<file path="config.mk">
export PLATFORM = sky130hd
export DESIGN_NAME = spectrum_readout
export DESIGN_NICKNAME = d
export VERILOG_FILES = /design/src/rtl/spectrum_readout.sv
export SDC_FILE = /design/constraint.sdc
export NUM_CORES = 1
export LEC_CHECK = 0
export BUFFER_PORTS_ARGS = -buffer_cell sky130_fd_sc_hd__buf_2
export CORE_ASPECT_RATIO = 1.75
export CORE_UTILIZATION = 61
export CTS_BUF_LIST = sky130_fd_sc_hd__clkbuf_8 sky130_fd_sc_hd__clkbuf_16
export DETAILED_ROUTE_END_ITERATION = 12
export PLACE_DENSITY = 0.86
export SLEW_MARGIN = 25
export SYNTH_ARGS = -nofsm -noshare
export SYNTH_HDL_FRONTEND = slang
export SYNTH_SLANG_ARGS = --single-unit
</file>
<file path="constraint.sdc">
create_clock -name CLOCK_65 -period 3.5 [get_ports CLOCK_65]
set_clock_uncertainty 0.1 [all_clocks]
set_input_delay 0.175 -clock CLOCK_65 [delete_from_list [all_inputs] [get_ports CLOCK_65]]
set_output_delay 0.175 -clock CLOCK_65 [all_outputs]
set_load 0.05 [all_outputs]
</file>
<file path="src/rtl/spectrum_readout.sv">
`default_nettype none
// ============================================================================
// Module   : spectrum_readout
// Brief    : Streams the histogram RAM out as a byte frame to the UART TX:
//            two header bytes, every channel count as 4 bytes MSB first,
//            then a modulo-256 checksum of the count bytes.
// Revision : 1.0  initial release
// ============================================================================
module spectrum_readout #(
  parameter int         N_CHANNELS   = 1024,
  parameter int         ADDR_W       = 10,
  parameter int         READ_LATENCY = 1,
  parameter logic [7:0] HDR0         = 8'hA5,
  parameter logic [7:0] HDR1         = 8'h5A
) (
  input  logic              CLOCK_65,
  input  logic              rst_n,
  input  logic              cmd_dump,
  input  logic              cmd_abort,
  output logic [ADDR_W-1:0] channel_address_read,
  input  logic [31:0]       channel_count_read,
  output logic [7:0]        tx_data,
  output logic              tx_valid,
  input  logic              tx_ready,
  output logic              busy,
  output logic              done
);

  localparam logic [2:0] c_st_idle  = 3'd0;
  localparam logic [2:0] c_st_hdr   = 3'd1;
  localparam logic [2:0] c_st_fetch = 3'd2;
  localparam logic [2:0] c_st_send  = 3'd3;
  localparam logic [2:0] c_st_csum  = 3'd4;

  localparam logic [ADDR_W-1:0] c_last_addr = ADDR_W'(N_CHANNELS - 1);
  // FETCH spends READ_LATENCY wait cycles, then latches on the next one
  localparam logic [1:0]        c_wait_last = 2'(READ_LATENCY);

  logic [2:0]        r_state;
  logic [ADDR_W-1:0] r_addr;
  logic [7:0]        r_tx_data;
  logic              r_tx_valid;
  logic              r_busy;
  logic              r_done;
  logic [7:0]        r_csum;
  logic              r_dump_q;
  logic [23:0]       r_shift;   // remaining three bytes of the current count
  logic [1:0]        r_bcnt;    // bytes of the current count already sent
  logic [1:0]        r_wait;
  logic              r_hdr_sel; // 0: HDR0 on the bus, 1: HDR1 on the bus

  logic              w_xfer;
  logic              w_dump_rise;
  logic [7:0]        w_csum_next;

  assign w_xfer      = r_tx_valid & tx_ready;
  assign w_dump_rise = cmd_dump & ~r_dump_q;
  assign w_csum_next = r_csum + r_tx_data;

  assign channel_address_read = r_addr;
  assign tx_data              = r_tx_data;
  assign tx_valid             = r_tx_valid;
  assign busy                 = r_busy;
  assign done                 = r_done;

  // Frame sequencer: header, per-channel fetch/send, checksum; abort wins
  always_ff @(posedge CLOCK_65 or negedge rst_n) begin
    if (!rst_n) begin
      r_state    <= c_st_idle;
      r_addr     <= '0;
      r_tx_data  <= 8'h00;
      r_tx_valid <= 1'b0;
      r_busy     <= 1'b0;
      r_done     <= 1'b0;
      r_csum     <= 8'h00;
      r_dump_q   <= 1'b0;
      r_shift    <= 24'h0;
      r_bcnt     <= 2'd0;
      r_wait     <= 2'd0;
      r_hdr_sel  <= 1'b0;
    end else begin
      r_dump_q <= cmd_dump;
      r_done   <= 1'b0;
      if (cmd_abort && (r_state != c_st_idle)) begin
        r_state    <= c_st_idle;
        r_tx_valid <= 1'b0;
        r_busy     <= 1'b0;
        r_addr     <= '0;
      end else begin
        case (r_state)
          c_st_idle: begin
            if (w_dump_rise) begin
              r_csum     <= 8'h00;
              r_addr     <= '0;
              r_busy     <= 1'b1;
              r_tx_valid <= 1'b1;
              r_tx_data  <= HDR0;
              r_hdr_sel  <= 1'b0;
              r_state    <= c_st_hdr;
            end
          end
          c_st_hdr: begin
            if (w_xfer) begin
              if (!r_hdr_sel) begin
                r_tx_data <= HDR1;
                r_hdr_sel <= 1'b1;
              end else begin
                r_tx_valid <= 1'b0;
                r_wait     <= 2'd0;
                r_state    <= c_st_fetch;
              end
            end
          end
          c_st_fetch: begin
            if (r_wait == c_wait_last) begin
              r_tx_data  <= channel_count_read[31:24];
              r_shift    <= channel_count_read[23:0];
              r_tx_valid <= 1'b1;
              r_bcnt     <= 2'd0;
              r_state    <= c_st_send;
            end else begin
              r_wait <= r_wait + 2'd1;
            end
          end
          c_st_send: begin
            if (w_xfer) begin
              r_csum    <= w_csum_next;
              r_tx_data <= r_shift[23:16];
              r_shift   <= {r_shift[15:0], 8'h00};
              r_bcnt    <= r_bcnt + 2'd1;
              if (r_bcnt == 2'd3) begin
                if (r_addr == c_last_addr) begin
                  // checksum byte goes out directly, including the byte just sent
                  r_tx_data <= w_csum_next;
                  r_state   <= c_st_csum;
                end else begin
                  r_tx_valid <= 1'b0;
                  r_addr     <= r_addr + 1'b1;
                  r_wait     <= 2'd0;
                  r_state    <= c_st_fetch;
                end
              end
            end
          end
          c_st_csum: begin
            if (w_xfer) begin
              r_tx_valid <= 1'b0;
              r_done     <= 1'b1;
              r_busy     <= 1'b0;
              r_state    <= c_st_idle;
            end
          end
          default: begin
            r_state    <= c_st_idle;
            r_tx_valid <= 1'b0;
            r_busy     <= 1'b0;
          end
        endcase
      end
    end
  end

endmodule
`default_nettype wire

</file>
==> summary.md, run 1 <==
| Metric | Value |
|---|---|
| Status | `finished clean` |
| RR Startpoint | `r_state[1]$_DFFE_PN0P_` |
| Crit-path max FO | `23` |
| Final net count | `around 520` |
| Tmin final | `2580 ps` |
| Clk pin slew, worst setup/hold paths | `approximately 70 ps` |
| H-tree depth reported by CTS | `3` |
| IO Count | `between 50 and 60` |
| Vias per cell | `roughly 6.1` |
| Wire length per cell | `about 17 um` |
| Fmax | `388 MHz` |
| Final worst setup slack | `about 900 ps` |
| Die span in y | `~100 um` |
| Placed Area | `about 0.0037 sq mm` |
| Worst Hold End | `tx_data[7]$_DFFE_PN0P_` |
| Register area share after synthesis | `45.4%` |
| Synth Register Bits | `62` |
| Final setup vio count | `0` |
| Largest net degree at the start of global routing | `42` |
| Syn nets | `around 440` |
| CP Class | `register to register` |
| Core ar. | `~0.0053 sq mm` |
| Synth cell types | `58` |
| Setup tns final | `0 ps` |
| Chip width | `~59 um` |
| Power per cell area | `approximately 840 mW/mm^2` |
| VDD IR max | `0.000455 V` |
| HPWL after detailed placement | `5870 um` |
| Fin. Hold Viols | `0` |
| Row count | `35` |
| Port bufs | `57` |
| Overflow after GRT | `0` |
| Hold path depth | `5` |
| Synth Instances | `roughly 390` |
| Min-delay src | `channel_count_read[31]` |
| Pre-CTS setup slack | `between 1000 and 1500 ps` |
| CP arrival | `around 2800 ps` |
| Final worst path period share | `between 70% and 80%` |
| DR iter-0 viols | `between 150 and 200` |
| Post-synth EDFFs | `0` |
| # DRC | `0` |
| Asr flop ratio synth | `100%` |
| Initial antenna violation count | `0` |
| Number of global-route vias before repair | `between 3000 and 4000` |
| Top_reg_cell synth | `dfrtp_1` |
| Skew-Pair Late Insertion Delay | `between 300 and 400 ps` |
| R2r setup slk | `between 900 and 1000 ps` |
| Post-CTS sizing | `0` |
| CTS sink cnt | `just over 60` |
| Util after Layout | `78.6%` |
| Worst path slowest cell | `dfrtp_1` |
| Max_cap viols | `0` |
| Slew Limit Fails | `0` |
| Avg Inst Size Synth | `around 8.7 sq um` |
| Cells along the critical path | `nor2_1 -> a21oi_1 -> a21oi_2 -> or2_1 -> or4_1 -> nand3_1` |
| First-pass GRT wire length | `about 15000 um` |
| RSZ-0062 raised after global routing | `false` |
| Hold WS | `roughly 130 ps` |
| Final std cell area, no fill | `around 0.0042 sq mm` |
| Kind of end point of the critical path | `register` |
| Max clock buf depth | `2` |
| Normalized max-slew margin | `39.7%` |
| Diodes inserted | `0` |
| Hold WC Path Type | `input port to register` |
| Initial Util | `between 60% and 70%` |
| TritonCTS Buffers | `9` |
| Total GRT Usage | `approximately 34%` |
| CTS tree | `built` |
| Ys Warns | `0` |
| RR Endpoint | `channel_address_read[8]$_DFFE_PN0P_` |
| Worst slew pin tran | `about 900 ps` |
| Die Area | `between 0.005 and 0.006 sq mm` |
| Synthesis-to-finish area growth | `23.0%` |
| Layout cells sized above 1 | `a little under a fifth` |
| DRT Pass-1 Iters | `5` |
| CTS Root Cell | `clkbuf_8` |
| FF-to-FF path depth | `6` |
| Routed Antenna Nets | `0` |
| Data required time of the critical path | `about 3700 ps` |
| Crit start category | `register` |
| Mapped Area | `approximately 0.0034 sq mm` |
| Via count | `3339` |
| Pleak | `between 1.5 and 2 nW` |
| GPL Wtd Cong | `about 0.9` |
| Max incr delay on CP | `around 770 ps` |
| Total routed wirelength | `approximately 9000 um` |
[worst max path at each step]
stage	from	end	slack [ps]
after floorplan	channel_address_read[0]$_DFFE_PN0P_	channel_address_read[4]$_DFFE_PN0P_	1010
after global placement	r_state[0]$_DFFE_PN0P_	channel_address_read[8]$_DFFE_PN0P_	1060
after detailed placement	r_state[1]$_DFFE_PN0P_	channel_address_read[8]$_DFFE_PN0P_	1020
after CTS	r_state[1]$_DFFE_PN0P_	channel_address_read[8]$_DFFE_PN0P_	1000
after global routing	channel_address_read[0]$_DFFE_PN0P_	tx_data[2]$_DFFE_PN0P_	820
final	r_state[1]$_DFFE_PN0P_	channel_address_read[8]$_DFFE_PN0P_	920
[critical path: cells and delay by family (launching register included)]
family           cells  cell delay (ps)
AO/OA/AOI/OAI        2              510
AND/OR/NAND/NOR      4             1120
flip-flops           1              770
[metrics by stage]
step | std cells | total power, mW
2_1_floorplan | 391 | 2.42
4_1_cts | 547 | 3.50
6_report | 547 | 3.53
3_3_place_gp | 505 | 2.74
3_5_place_dp | 505 | 2.81
5_1_grt | 547 | 3.77
[per-layer routing]
metal | up-vias | track usage, % | wire [um]
li1 | 1544 | - | -
met1 | 1592 | 37.1 | 3340
met2 | 154 | 61.0 | 4980
met3 | 49 | 6.42 | 441
met4 | 0 | 19.4 | 403
met5 | - | 0 | 0
[layout by cell type, fill, tap and decap left out, types with 5 or more instances in the layout]
cell / instances
o21ai_0: 20
dfrtp_1: 62
buf_4: 5
nand3_1: 24
a31oi_1: 18
nor3_1: 8
buf_2: 57
a21oi_1: 20
ha_1: 10
inv_1: 8
clkbuf_8: 11
nor2_1: 32
nand2_1: 81
xnor2_1: 8
dlygate4sd3_1: 26
[layout make-up]
class / instances / area [sq um]
multi-input combinational: 298 / 1730
timing repair buffer: 88 / 583
clock inverter: 5 / 57.6
fill: 373 / 1140
tap: 74 / 92.6
clock buffer: 11 / 151
sequential: 62 / 1550
inverter: 9 / 33.8
[cells by family after synthesis]
group	synth area share (%)
buffers and inverters	3.99
AO/OA/AOI/OAI	17.5
adder cells (fa/ha/maj)	4.25
AND/OR/NAND/NOR	24.4
XOR/XNOR	2.31
flip-flops	45.4
multiplexers	2.16
[report_power, final]
| part | total [mW] | internal [mW] | leakage, nW | switching [mW] |
|---|---|---|---|---|
| logic | 1.64 | 0.591 | 1.11 | 1.05 |
| clock network | 0.652 | 0.366 | 0.0976 | 0.287 |
| registers | 1.24 | 0.984 | 0.779 | 0.255 |
[timing repair]
action / CTS / global route
hold buffers: 26 / 0
endpoints found under the hold margin: 65 / 0
buffers inserted: 0 / 0
[state kept, by name, indices dropped and copies added (netlist names)]
name and cells:
done 1, r_wait 2, r_bcnt 2, tx_valid 1, r_hdr_sel 1, tx_data 8, r_state 3, busy 1
r_csum 8, r_shift 24, r_dump_q 1, channel_address_read 10
[cell usage after synthesis (all sizes together), types with 3 or more instances]
library cell,number,share of area [%]
nand3b,3,0.66
clkbuf,14,1.5
a21o,4,0.88
ha,10,3.7
nor4,3,0.55
nand2b,4,0.73
xnor2,8,2.1
nor3,9,1.5
o22a,3,0.77
nor2b,3,0.55
and2,3,0.70
nand2,81,8.9
nand4,3,0.55
a31oi,18,3.3
mux2i,4,1.2
mux2,3,0.99
nand3,24,3.5
o31ai,4,0.88
dfrtp,62,45
buf,8,1.5
nor2,32,3.5
o21ai,21,3.1
nor3b,3,1.1
a21oi,21,3.2
inv,9,0.99
(Power assumes the default switching activity.)
==> inputs of run 2 (changes only) <==
Settings changed: CORE_UTILIZATION 61 to 51, PLACE_DENSITY 0.86 to 0.76.
Clock period 3.5 ns to 2.25 ns, I/O delays scaled along.
==> run 2 against run 1 <==
  * Clock power rose by 110%
  * Total power rose by 73%
  * Register-to-register slack got worse by 820 ps
  * Combinational power rose by 73%
  * Critical endpoint is now tx_data[4]$_DFFE_PN0P_
  * Critical path depth rose by 2
  * Sequential cell count did not move
  * First-iteration DRC count rose by 83%
  * Global-route usage fell by 7.5 points
  * Cell area rose by 7.3%
  * Maximum frequency rose by 20%
  * Non-clock buffer count rose by 18
  * Final cell count rose by 4.8%
==> summary.md, run 2 (synthesis results as in run 1) <==
| Metric | Value |
|---|---|
| Status | `finished clean` |
| Fill cell count | `506 (+36%)` |
| Final cell count without fillers | `573 (+4.8%)` |
| Row count | `39 (+11%)` |
| Initial antenna violation count | `0 (unchanged)` |
| CP arrival | `2270 ps (-490 ps)` |
| Routed Antenna Nets | `0 (unchanged)` |
| Layout cells sized above 1 | `24.4% (+5.6 points)` |
| Final worst path period share | `95.5% (+22 points)` |
| Clk pin slew, worst setup/hold paths | `60 ps (about the same)` |
| Hold WC Path Type | `input port to register` |
| Via count | `3300 (-1.2%)` |
| IO Count | `58 (unchanged)` |
| Port bufs | `57 (unchanged)` |
| Normalized max-slew margin | `61.0% (+21 points)` |
| Most common cell after layout, fill and taps aside | `nand2_1` |
| Core ar. | `0.00649 sq mm (+21%)` |
| Worst slew pin tran | `585 ps (-319 ps)` |
| Postcts setup bufs | `0 (unchanged)` |
| Most frequent cells in the layout | `nand2_1, dfrtp_1, buf_2` |
| Placed cell count | `531 (+5.1%)` |
| Data required time of the critical path | `2370 ps (-1320 ps)` |
| Largest Register | `r_shift` |
| Area taken by multi-input logic gates | `0.00178 sq mm (+2.9%)` |
| H-tree depth reported by CTS | `3 (unchanged)` |
| Die Area | `0.00704 sq mm (+19%)` |
| Pwr Total | `6.11 mW (+73%)` |
| VDD IR max | `0.000812 V (+79%)` |
| Synthesis-to-finish area growth | `31.9%` |
| CP Class | `register to register` |
| Wire length per cell | `15.7 um (-6.5%)` |
| Kind of end point of the critical path | `register` |
| Pleak | `2.13 nW (+7.4%)` |
| Die span in y | `110 um (+9.2%)` |
| Tmin final | `2150 ps (-429 ps)` |
| DRT Pass-1 Iters | `5 (unchanged)` |
| Max clock buf depth | `2 (unchanged)` |
| GPL Wtd Cong | `0.923 (+2.2%)` |
| Total routed wirelength | `8980 um (-2.0%)` |
| CTS sink cnt | `62 (unchanged)` |
| Fin. Hold Viols | `0 (unchanged)` |
| Number of global-route vias before repair | `3147 (-5.0%)` |
| First-pass GRT wire length | `14200 um (-6.4%)` |
| Final setup vio count | `0 (unchanged)` |
| CTS tree | `built` |
| CTS Root Cell | `clkbuf_16` |
| Fmax | `465 MHz (+20%)` |
| Vias per cell | `5.76 (-5.7%)` |
| Slew Limit Fails | `0 (unchanged)` |
| Diodes inserted | `0 (unchanged)` |
| Power per cell area | `1350 mW/mm^2 (+61%)` |
| DR iter-0 viols | `297 (+83%)` |
| Crit start category | `register` |
| R2r setup slk | `100 ps (-820 ps)` |
| Overflow after GRT | `0 (unchanged)` |
| Final net count | `534 (+3.5%)` |
| Largest net degree at the start of global routing | `41 (-2.4%)` |
| TritonCTS Buffers | `9 (unchanged)` |
| Initial Util | `52.7% (-11 points)` |
| Skew-Pair Late Insertion Delay | `330 ps (-20 ps)` |
| Max reg flops | `24 (unchanged)` |
| HPWL after detailed placement | `6040 um (+2.9%)` |
| Register Area | `0.00156 sq mm (+0.40%)` |
| Max_cap viols | `0 (unchanged)` |
| RSZ-0062 raised after global routing | `false` |
| # DRC | `0 (unchanged)` |
| Chip width | `63.9 um (+9.0%)` |
| Total GRT Usage | `26.9% (-7.5 points)` |
| Crit-path max FO | `3 (-87%)` |
[run 2: path summary, 6_finish.rpt]
kind                                           end                    from  cells after the start
min reg2reg                 r_shift[5]$_DFFE_PN0P_  r_shift[5]$_DFFE_PN0P_                      2
min                         tx_data[2]$_DFFE_PN0P_  channel_count_read[26]                      4
max                         tx_data[4]$_DFFE_PN0P_  tx_data[0]$_DFFE_PN0P_                      8
max in group asynchronous   r_state[0]$_DFFE_PN0P_                   rst_n                      3
min in group asynchronous  r_shift[16]$_DFFE_PN0P_                   rst_n                      2
max reg2reg                 tx_data[4]$_DFFE_PN0P_  tx_data[0]$_DFFE_PN0P_                      8
[run 2: metal layers]
| layer | share of wire, % | up-vias | track usage [%] |
|---|---|---|---|
| li1 | - | 1581 | - |
| met1 | 39 | 1576 | 30.4 |
| met2 | 53 | 109 | 46.0 |
| met3 | 4.2 | 34 | 5.56 |
| met4 | 4.2 | 0 | 16.4 |
| met5 | 0 | - | 0 |
[run 2: metrics by stage]
stage | hold slack [ps] | instance area [sq um] | util, % | setup WS (ps) | setup TNS, ps
2_1_floorplan | -283 | 3450 | - | -0.849 | -0.849
3_3_place_gp | 43.6 | 3920 | 60.4 | 110 | 0
3_5_place_dp | 47.9 | 3920 | 60.4 | 87.4 | 0
4_1_cts | 56.8 | 4480 | 69.1 | 72.8 | 0
5_1_grt | 110 | 4510 | 69.5 | 2.15 | 0
6_report | 74.4 | 4510 | 69.5 | 101 | 0
[run 2: final cells by class]
class                   count  share of cell area [%]
multi-input cells         298                    39.5
flip-flops and latches     62                    34.6
repair buffers            106                    16.2
clock buffers              10                    5.30
well taps                  82                    2.28
clock inverters             6                    1.39
inverters                   9                   0.749
[run 2: timing repair]
action	4_1_cts	5_1_grt
endpoints found under the hold margin	49	0
gates resized for setup	0	8
setup endpoints to repair	0	6
hold buffers	26	0
[run 2: report_power, final]
| group | total (mW) | leakage, nW | switching (mW) | internal [mW] |
|---|---|---|---|---|
| logic | 2.84 | 1.21 | 1.73 | 1.11 |
| registers | 1.89 | 0.772 | 0.346 | 1.54 |
| clock network | 1.38 | 0.146 | 0.502 | 0.882 |
[run 2: worst max-delay path, cell delays in order (launching register included)]
cell,delay (ps)
dfrtp_2,410
ha_2,200
fa_2,370
a21o_1,200
a21oi_2,140
xor2_1,210
nor2_1,90
a311oi_2,240
o21ai_1,80
